==> config.mk <==
export PLATFORM = sky130hd
export DESIGN_NAME = aes_key_expand
export DESIGN_NICKNAME = d
export VERILOG_FILES = /design/src/rtl/aes_key_pkg.sv /design/src/rtl/aes_key_expand_sbox.sv /design/src/rtl/aes_key_expand.sv
export SDC_FILE = /design/constraint.sdc
export NUM_CORES = 1
export LEC_CHECK = 0
export CAP_MARGIN = 20
export CELL_PAD_IN_SITES_DETAIL_PLACEMENT = 0
export CELL_PAD_IN_SITES_GLOBAL_PLACEMENT = 1
export CORE_MARGIN = 5
export CORE_UTILIZATION = 38
export CTS_CLUSTER_DIAMETER = 120
export CTS_CLUSTER_SIZE = 14
export DETAILED_ROUTE_END_ITERATION = 6
export HOLD_SLACK_MARGIN = 0.02
export PLACE_DENSITY_LB_ADDON = 0.05
export SLEW_MARGIN = 20
export SYNTH_ARGS = -nofsm -noshare
export SYNTH_HDL_FRONTEND = slang
export SYNTH_SLANG_ARGS = --single-unit
==> constraint.sdc <==
create_clock -name ap_clk -period 11.3 [get_ports ap_clk]
set_clock_uncertainty 0.05 [all_clocks]
set_input_delay 1.13 -clock ap_clk [delete_from_list [all_inputs] [get_ports ap_clk]]
set_output_delay 1.13 -clock ap_clk [all_outputs]
set_load 0.01 [all_outputs]
==> src/rtl/aes_key_pkg.sv <==
// Shared types and constants for the AES-128 key-schedule generator.
package aes_key_pkg;

  localparam int NK = 4;
  localparam int NB = 4;

  typedef enum logic [4:0] {
    IDLE = 5'b00001,
    KEY  = 5'b00010,
    SUB  = 5'b00100,
    WR   = 5'b01000,
    FIN  = 5'b10000
  } state_t;

  localparam logic [7:0] RCON [10] = '{
    8'h01, 8'h02, 8'h04, 8'h08, 8'h10, 8'h20, 8'h40, 8'h80, 8'h1b, 8'h36
  };

endpackage

==> src/rtl/aes_key_expand_sbox.sv <==
// AES forward S-box as a single-port 256x8 ROM with a registered output.
module aes_key_expand_sbox (
  input  logic       clk,
  input  logic       ce,
  input  logic [7:0] addr,
  output logic [7:0] q
);

  localparam logic [7:0] ROM [256] = '{
    8'h63, 8'h7c, 8'h77, 8'h7b, 8'hf2, 8'h6b, 8'h6f, 8'hc5, 8'h30, 8'h01, 8'h67, 8'h2b, 8'hfe, 8'hd7, 8'hab, 8'h76,
    8'hca, 8'h82, 8'hc9, 8'h7d, 8'hfa, 8'h59, 8'h47, 8'hf0, 8'had, 8'hd4, 8'ha2, 8'haf, 8'h9c, 8'ha4, 8'h72, 8'hc0,
    8'hb7, 8'hfd, 8'h93, 8'h26, 8'h36, 8'h3f, 8'hf7, 8'hcc, 8'h34, 8'ha5, 8'he5, 8'hf1, 8'h71, 8'hd8, 8'h31, 8'h15,
    8'h04, 8'hc7, 8'h23, 8'hc3, 8'h18, 8'h96, 8'h05, 8'h9a, 8'h07, 8'h12, 8'h80, 8'he2, 8'heb, 8'h27, 8'hb2, 8'h75,
    8'h09, 8'h83, 8'h2c, 8'h1a, 8'h1b, 8'h6e, 8'h5a, 8'ha0, 8'h52, 8'h3b, 8'hd6, 8'hb3, 8'h29, 8'he3, 8'h2f, 8'h84,
    8'h53, 8'hd1, 8'h00, 8'hed, 8'h20, 8'hfc, 8'hb1, 8'h5b, 8'h6a, 8'hcb, 8'hbe, 8'h39, 8'h4a, 8'h4c, 8'h58, 8'hcf,
    8'hd0, 8'hef, 8'haa, 8'hfb, 8'h43, 8'h4d, 8'h33, 8'h85, 8'h45, 8'hf9, 8'h02, 8'h7f, 8'h50, 8'h3c, 8'h9f, 8'ha8,
    8'h51, 8'ha3, 8'h40, 8'h8f, 8'h92, 8'h9d, 8'h38, 8'hf5, 8'hbc, 8'hb6, 8'hda, 8'h21, 8'h10, 8'hff, 8'hf3, 8'hd2,
    8'hcd, 8'h0c, 8'h13, 8'hec, 8'h5f, 8'h97, 8'h44, 8'h17, 8'hc4, 8'ha7, 8'h7e, 8'h3d, 8'h64, 8'h5d, 8'h19, 8'h73,
    8'h60, 8'h81, 8'h4f, 8'hdc, 8'h22, 8'h2a, 8'h90, 8'h88, 8'h46, 8'hee, 8'hb8, 8'h14, 8'hde, 8'h5e, 8'h0b, 8'hdb,
    8'he0, 8'h32, 8'h3a, 8'h0a, 8'h49, 8'h06, 8'h24, 8'h5c, 8'hc2, 8'hd3, 8'hac, 8'h62, 8'h91, 8'h95, 8'he4, 8'h79,
    8'he7, 8'hc8, 8'h37, 8'h6d, 8'h8d, 8'hd5, 8'h4e, 8'ha9, 8'h6c, 8'h56, 8'hf4, 8'hea, 8'h65, 8'h7a, 8'hae, 8'h08,
    8'hba, 8'h78, 8'h25, 8'h2e, 8'h1c, 8'ha6, 8'hb4, 8'hc6, 8'he8, 8'hdd, 8'h74, 8'h1f, 8'h4b, 8'hbd, 8'h8b, 8'h8a,
    8'h70, 8'h3e, 8'hb5, 8'h66, 8'h48, 8'h03, 8'hf6, 8'h0e, 8'h61, 8'h35, 8'h57, 8'hb9, 8'h86, 8'hc1, 8'h1d, 8'h9e,
    8'he1, 8'hf8, 8'h98, 8'h11, 8'h69, 8'hd9, 8'h8e, 8'h94, 8'h9b, 8'h1e, 8'h87, 8'he9, 8'hce, 8'h55, 8'h28, 8'hdf,
    8'h8c, 8'ha1, 8'h89, 8'h0d, 8'hbf, 8'he6, 8'h42, 8'h68, 8'h41, 8'h99, 8'h2d, 8'h0f, 8'hb0, 8'h54, 8'hbb, 8'h16
  };

  always_ff @(posedge clk) begin
    if (ce) q <= ROM[addr];
  end

endmodule

==> src/rtl/aes_key_expand.sv <==
// AES-128 key expansion: reads the cipher key byte-wise and writes all 44
// schedule columns into the row-major round-key table, one byte per cycle.
module aes_key_expand
  import aes_key_pkg::*;
#(
  parameter int WORD_STRIDE = 120,
  parameter int NCOL        = 44
) (
  input  logic        ap_clk,
  input  logic        ap_rst,
  input  logic        ap_start,
  output logic        ap_done,
  output logic        ap_idle,
  output logic        ap_ready,
  output logic [3:0]  key_address0,
  output logic        key_ce0,
  input  logic [31:0] key_q0,
  output logic [8:0]  word_address0,
  output logic        word_ce0,
  output logic        word_we0,
  output logic [7:0]  word_d0
);

  state_t     state_reg, state_next;
  logic [4:0] k_reg;
  logic [2:0] s_reg;
  logic [1:0] i_reg;
  logic [5:0] j_reg;
  // window_reg[c] holds column j-4+c; window_reg[3] is the newest column.
  logic [7:0] window_reg [NB][4];
  logic [7:0] temp_reg [4];
  logic [7:0] new_col [4];

  logic       sbox_ce;
  logic [7:0] sbox_addr;
  logic [7:0] sbox_q;
  logic [3:0] key_byte;
  logic [1:0] rot_idx;
  logic [1:0] s_prev;
  logic [3:0] rcon_idx;
  logic       key_hi_unused;

  assign key_byte      = k_reg[3:0] - 4'd1;
  assign rot_idx       = s_reg[1:0] + 2'd1;
  assign s_prev        = s_reg[1:0] - 2'd1;
  assign rcon_idx      = j_reg[5:2] - 4'd1;
  assign key_hi_unused = ^key_q0[31:8];

  function automatic logic [8:0] tbl_addr(input logic [1:0] row, input logic [5:0] col);
    return 9'(row) * 9'(WORD_STRIDE) + 9'(col);
  endfunction

  for (genvar gi = 0; gi < 4; gi++) begin : g_col
    assign new_col[gi] = window_reg[0][gi] ^
                         ((j_reg[1:0] == 2'd0) ? temp_reg[gi] : window_reg[3][gi]);
  end

  aes_key_expand_sbox u_sbox (
    .clk  (ap_clk),
    .ce   (sbox_ce),
    .addr (sbox_addr),
    .q    (sbox_q)
  );

  always_ff @(posedge ap_clk or posedge ap_rst) begin
    if (ap_rst) state_reg <= IDLE;
    else        state_reg <= state_next;
  end

  always_comb begin
    state_next = state_reg;
    case (state_reg)
      IDLE: if (ap_start) state_next = KEY;
      KEY:  if (k_reg == 5'd16) state_next = SUB;
      SUB:  if (s_reg == 3'd4) state_next = WR;
      WR: begin
        if (i_reg == 2'd3) begin
          if (j_reg == 6'(NCOL - 1))   state_next = FIN;
          else if (j_reg[1:0] == 2'd3) state_next = SUB;
          else                         state_next = WR;
        end
      end
      FIN:     state_next = IDLE;
      default: state_next = IDLE;
    endcase
  end

  always_comb begin
    ap_idle       = 1'b0;
    ap_done       = 1'b0;
    ap_ready      = 1'b0;
    key_ce0       = 1'b0;
    key_address0  = '0;
    word_ce0      = 1'b0;
    word_we0      = 1'b0;
    word_address0 = '0;
    word_d0       = '0;
    sbox_ce       = 1'b0;
    sbox_addr     = '0;
    case (state_reg)
      IDLE: ap_idle = 1'b1;
      KEY: begin
        if (k_reg < 5'd16) begin
          key_ce0      = 1'b1;
          key_address0 = k_reg[3:0];
        end
        // Key data lags its read by a cycle, so byte k-1 is written now.
        if (k_reg != 5'd0) begin
          word_ce0      = 1'b1;
          word_we0      = 1'b1;
          word_address0 = tbl_addr(key_byte[1:0], {4'd0, key_byte[3:2]});
          word_d0       = key_q0[7:0];
        end
      end
      SUB: begin
        if (s_reg < 3'd4) begin
          sbox_ce   = 1'b1;
          sbox_addr = window_reg[3][rot_idx];
        end
      end
      WR: begin
        word_ce0      = 1'b1;
        word_we0      = 1'b1;
        word_address0 = tbl_addr(i_reg, j_reg);
        word_d0       = new_col[i_reg];
      end
      FIN: begin
        ap_done  = 1'b1;
        ap_ready = 1'b1;
      end
      default: ;
    endcase
  end

  always_ff @(posedge ap_clk or posedge ap_rst) begin
    if (ap_rst) begin
      k_reg <= '0;
      s_reg <= '0;
      i_reg <= '0;
      j_reg <= '0;
      for (int c = 0; c < NB; c++)
        for (int r = 0; r < 4; r++)
          window_reg[c][r] <= '0;
      for (int r = 0; r < 4; r++)
        temp_reg[r] <= '0;
    end else begin
      case (state_reg)
        IDLE: begin
          k_reg <= '0;
          s_reg <= '0;
          i_reg <= '0;
          j_reg <= '0;
        end
        KEY: begin
          if (k_reg != 5'd0)
            window_reg[key_byte[3:2]][key_byte[1:0]] <= key_q0[7:0];
          if (k_reg == 5'd16) begin
            k_reg <= '0;
            j_reg <= 6'(NK);
          end else begin
            k_reg <= k_reg + 5'd1;
          end
        end
        SUB: begin
          // S-box output trails its address by one cycle.
          if (s_reg != 3'd0) temp_reg[s_prev] <= sbox_q;
          if (s_reg == 3'd4) begin
            temp_reg[0] <= temp_reg[0] ^ RCON[rcon_idx];
            s_reg       <= '0;
          end else begin
            s_reg <= s_reg + 3'd1;
          end
        end
        WR: begin
          i_reg <= i_reg + 2'd1;
          if (i_reg == 2'd3) begin
            for (int c = 0; c < NB - 1; c++)
              for (int r = 0; r < 4; r++)
                window_reg[c][r] <= window_reg[c + 1][r];
            for (int r = 0; r < 4; r++)
              window_reg[NB - 1][r] <= new_col[r];
            j_reg <= j_reg + 6'd1;
          end
        end
        default: ;
      endcase
    end
  end

endmodule

After elaboration in Yosys (flattened, before gate mapping)
Memory sizes are Yosys's and may differ from the RTL's. A register that Yosys moved wholly into a read port is not among the register bits.
Cells that the tools add are included.

word-level totals
  bits in registers = 181
  ROM bits = 2176
  input port bits = 35
  output and inout bits = 27
  word-level logic and storage cells = 150
  memories kept = 2

operators by class
  add/sub/neg operators = 10
  $mul = 2
  order comparisons = 11
  equality and inequality tests = 15
  muxes and demuxes = 56
  bitwise logic cells = 12
  reductions and logical operators = 17

memory list
  name             words  bits a word  rd ports  clocked after Yosys merged registers in  write ports  RTL line                   RTL
  (no name shown)  256    8            1         1                                        0            aes_key_expand_sbox.sv:29  if (ce) q <= ROM[addr];
  (no name shown)  16     8            1         0                                        0            aes_key_expand.sv:168      temp_reg[0] <= temp_reg[0] ^ RCON[rcon_idx];

operators with widths
  kind                 count
  $mux 128             2
  $pmux 128 s2         1
  $bwmux 128           1
  $mux 8               16
  $demux 32 s2         1
  $mux 32              2
  $xor 8x8->8          5
  $bmux 8 s2           2
  $bwmux 32            1
  $demux 8 s2          2
  $mux 5               6
  $pmux 5 s4           1
  $pmux 6 s3           1
  $pmux 9 s2           1
  $pmux 8 s2           1
  $ge 3x3->1 const B   5
  $not 2->3            5
  $mul 2x4->6 const B  2
  $mux 4               3
  $mux 6               2
  $eq 5x5->1 const B   2
  $ne 2x2->1 const B   5
  $pmux 5 s2           1
  $reduce_bool 2->1    5
  other kinds (34)     50

Depth between registers and ports, before layout
  depth in word-level cells = 11
  gate-level depth with buffers = 18
  gate-level depth less buffers = 13

By module
Synthesis repeated with hierarchy kept, for this count alone.

unflattened totals
  cell total of the unflattened synthesis = 1593
  area, all modules = 13810.7 um2

by module, submodules not included
  module               times used  cells an instance  area each (um2)
  aes_key_expand       1           1053               10353.7
  aes_key_expand_sbox  1           540                3457.1

Worst setup path after synthesis
No wires, ideal clock.

  path type = reg-to-reg
  from = register s_reg[0]
  to = register u_sbox.q[6], data pin
  setup time = 203 ps
  arrival time = 4229 ps
  data required time = 11047 ps
  path slack = 6818 ps
  stages on the path, launching flop included = 18
  buffers on the path = 5
  path through = dfrtp_1 -> buf_6 -> inv_1 -> ha_1 -> buf_2 -> mux4_2 -> clkbuf_1 -> buf_1 -> nand2_1 -> inv_1 -> ha_1 -> clkbuf_1 -> inv_1 -> a31o_2 -> a311o_1 -> a2111oi_2 -> nor4_1 -> a2111oi_1

between the ends
  word-level cells in the longest chain between the ends = 8

ends and longest elaborated chain
  what                                       RTL line                   RTL
  start: declaration                         aes_key_expand.sv:26       logic [2:0] s_reg;
  start signal: assignment                   aes_key_expand.sv:171      s_reg <= s_reg + 3'd1;
  $add 2x1->2                                aes_key_expand.sv:44       assign rot_idx = s_reg[1:0] + 2'd1;
  $not 2->3 (not written as such)            aes_key_expand.sv:118      sbox_addr = window_reg[3][rot_idx];
  $bmux 8 s2                                 aes_key_expand.sv:118
  $mux 8 (not written as such) (2 in a row)  aes_key_expand.sv:118
  $mux 8                                     aes_key_expand.sv:116      if (s_reg < 3'd4) begin
  $mux 8                                     aes_key_expand.sv:100      case (state_reg)
  $not 8->9 (not written as such)            aes_key_expand_sbox.sv:29
  end: declaration                           aes_key_expand_sbox.sv:6   output logic [7:0] q

Several ways; a longest one is shown, not always the timed one. The select of a mux whose other input is x is not followed.
A chain may end at the register's enable or synchronous reset.

Final worst setup path
Ends and elaborated chain as after synthesis.

==> results_dict.tcl <==
set metrics [dict create \
    wl_per_cell_um 27.4 \
    power.total_mw 2.99 \
    yosys_register_bits 189 \
    max_freq_mhz 166 \
    synthCells 1746 \
    critical-path-max-stage-delay_ps 790 \
    syn-num-nets 1815 \
    cp_top_family "buffers and inverters" \
    core_region_area_mm2 0.0364 \
    synthArstFlopShare_pct 95.8 \
    hp-class "reg2reg" \
    endpoint_kind "flip-flop" \
    avgSynthCellArea_um2 7.98 \
    die_h_um 202 \
    crit_required_ps 11480 \
    cp_max_fo 29 \
    r2r-end "u_sbox.q[6]$_DFFE_PP_" \
    ys_seq_area_share_pct 34.2 \
    synth_edf_count 8 \
    numClockSinks 189 \
    synth_compound_area_share_pct 28.8 \
    report.final.setup_viol 0 \
    p_leak_nw 5.92 \
    fillCellCount 3778 \
    cts_buffer_depth 2 \
    ir_worst_vdd_v 0.000146 \
    cp-start-kind "flip-flop" \
    cp_common_cell "buf_4" \
    cap_violations 0 \
    nets 1733 \
    area_growth_pct 8.22 \
    reg2reg_depth 15 \
    hp-start "window_reg[36]$_DFFE_PP0P_" \
    place_area_mm2 0.0145 \
    clkLatencyLatePin_ps 470 \
    cts-root-buf "clkbuf_16" \
    grt_pass1_wl_um 88200 \
    synth_flop_cell "dfrtp_1" \
    worst_ep_arrival_time_ps 6200 \
    htreeDepth 4 \
    cp_num_buf_inv 6 \
    cp_slowest_cell "ha_1" \
    reg2reg_setup_slack_ps 5280 \
    die_w_um 202 \
    cts-resized-gates 0 \
    synth.area.mux_share_pct 7.36 \
    regArea_mm2 0.00477 \
    path_cells "buf_4 -> inv_1 -> ha_1 -> mux4_2 -> buf_4 -> nand3_1 -> inv_2 -> ha_1 -> buf_4 -> inv_1 -> a31o_2 -> a311o_1 -> a2111oi_2 -> nor4_1 -> a2111oi_1" \
    drt_first_iter_violations 1685 \
    rr_startpoint "s_reg[0]$_DFFE_PP0P_" \
    synth_top_family_by_area "compound AO/OA/AOI/OAI gates" \
    gp_congestion 0.952 \
    remaining_drc_errors 0 \
    grt-ovfl-total 0 \
    grt_max_degree 156 \
    drtAntennaViolNets 0 \
    p_per_area_mw_per_mm2 198 \
    dr.pass1.iters 6 \
    holdWs_ps 432 \
    grtUsageTotal_pct 28.2 \
    start_util_pct 38.2 \
    rows 70 \
    largest_reg_flops 128 \
    dieArea_mm2 0.0406 \
    vias_per_cell 6.47 \
    grt_pass1_vias 13000 \
    port_buffers 37 \
    rsz0062_at_grt "false" \
    critPathLaunch "s_reg[0]$_DFFE_PP0P_" \
    holdPathEnd "window_reg[36]$_DFFE_PP0P_" \
    relSlewSlack_pct 28.6 \
    crit_cells 15 \
    antenna_found_initial 0 \
    clk_pin_slew_worst_paths_ps 80 \
    multi_input_area_mm2 0.00839 \
    hold-path-cell-count 2 \
    path_class "reg2reg" \
    yosys_warnings 0 \
    cts_buffers 17 \
    synth.distinct_cells 79 \
    slew_viol_final 0 \
    tightest_slew_ps 1070 \
    holdBufCountCts 0 \
    layout_min_cycle_time_ps 6020 \
    synth-simple-area-share_pct 17.8 \
    final_area_mm2 0.0151 \
    synth_fa_ha_area_share_pct 3.11 \
    ios 62 \
    status "completed" \
    synth_xor_area_share_pct 2.89 \
    hold_viol 0 \
    postCtsSetupRepairBufs 0 \
    dp_hpwl_um 38600 \
    vias 13900 \
    setup_tns_ps 0 \
    period_share_pct 53.3 \
    syn_area_mm2 0.0139 \
    tritoncts "done" \
    totalWireLength_um 58700 \
    drive_gt1_share_pct 7.93 \
]
==> report_power, final <==
group | switching [mW] | internal (mW) | total [mW]
clock network | 0.319 | 0.296 | 0.615
registers | 0.152 | 0.831 | 0.983
logic | 0.945 | 0.442 | 1.39
==> cells in the mapped netlist (all sizes together), types with 14 or more instances <==
cell type,number,area [µm²]
a21o,14,105
mux2,34,383
o211ai,30,235
a21oi,195,976
ha,33,413
nand3,41,205
o22ai,25,156
nand2b,17,106
a31oi,28,175
mux2i,44,440
nand2,190,713
nor2,164,616
o21ai,163,816
clkbuf,132,495
inv,29,109
o221ai,14,123
dfrtp,180,4500
nor3,41,205
buf,40,199
xor2,18,158
xnor2,28,245
and3,18,118
a22oi,59,443
and2,21,131
==> worst register-to-register path, cell delays in order (launching register included) <==
cell       delay [ps]
dfrtp_1           330
buf_4             250
inv_1             200
ha_1              790
mux4_2            330
buf_4             340
nand3_1           620
inv_2             530
ha_1              220
buf_4             210
inv_1             240
a31o_2            320
a311o_1           370
a2111oi_2         380
nor4_1            130
a2111oi_1         490
==> metal layers <==
metal,global-route usage [%],share of wire (%),vias to the layer above
met5,0,0,-
met3,6.24,9.1,96
met2,39.8,42,718
met4,7.62,2.4,0
li1,-,-,6230
met1,43.4,46,6843
==> how the worst max path moves through the flow <==
stage | end | slack [ps]
after floorplan | i_reg[0]$_DFFE_PP0P_ | 5210
after global placement | u_sbox.q[6]$_DFFE_PP_ | 5410
after detailed placement | u_sbox.q[6]$_DFFE_PP_ | 5420
after CTS | u_sbox.q[6]$_DFFE_PP_ | 5400
after global routing | u_sbox.q[6]$_DFFE_PP_ | 5040
final | u_sbox.q[6]$_DFFE_PP_ | 5280
==> logic make-up after synthesis <==
group / Yosys count
compound gates: 642
xor+xnor: 46
fa+ha+maj: 34
buf+inv: 201
flops: 189
mux: 87
simple gates: 547
==> cell usage in the layout (no fill, tap or decap), types with 12 or more instances in the layout <==
cell and instances:
xnor2_1 28, o21ai_0 161, and2_1 15, clkbuf_16 17, a21oi_1 194, dfrtp_1 180
and3_1 16, nand2b_1 17, a311oi_1 12, clkdlybuf4s50_1 37, o211ai_1 28, inv_1 26
nand2_1 190, mux2_2 34, o221ai_1 14, nand3_1 41, xor2_1 18, mux2i_1 44
a22oi_1 59, ha_1 32, nor3_1 41, o22ai_1 25, buf_4 33, a31oi_1 28
nor2_1 161, a21o_1 14
==> cell type report <==
cell class / count / share of cell area [%]
multi-input combinational: 1356 / 55.6
sequential: 189 / 31.6
timing repair buffer: 71 / 4.23
tap: 468 / 3.88
clock buffer: 17 / 2.82
clock inverter: 15 / 1.00
inverter: 29 / 0.772
antenna: 1 / 0.0166
==> through the flow <==
stage | setup slack (ps) | utilization (%) | cells
2_1_floorplan | 5210 | - | 1746
3_3_place_gp | 5410 | 39.8 | 2113
3_5_place_dp | 5420 | 39.8 | 2113
4_1_cts | 5400 | 41.4 | 2145
5_1_grt | 5040 | 41.4 | 2145
6_report | 5280 | 41.4 | 2146
(Power assumes the default switching activity.)
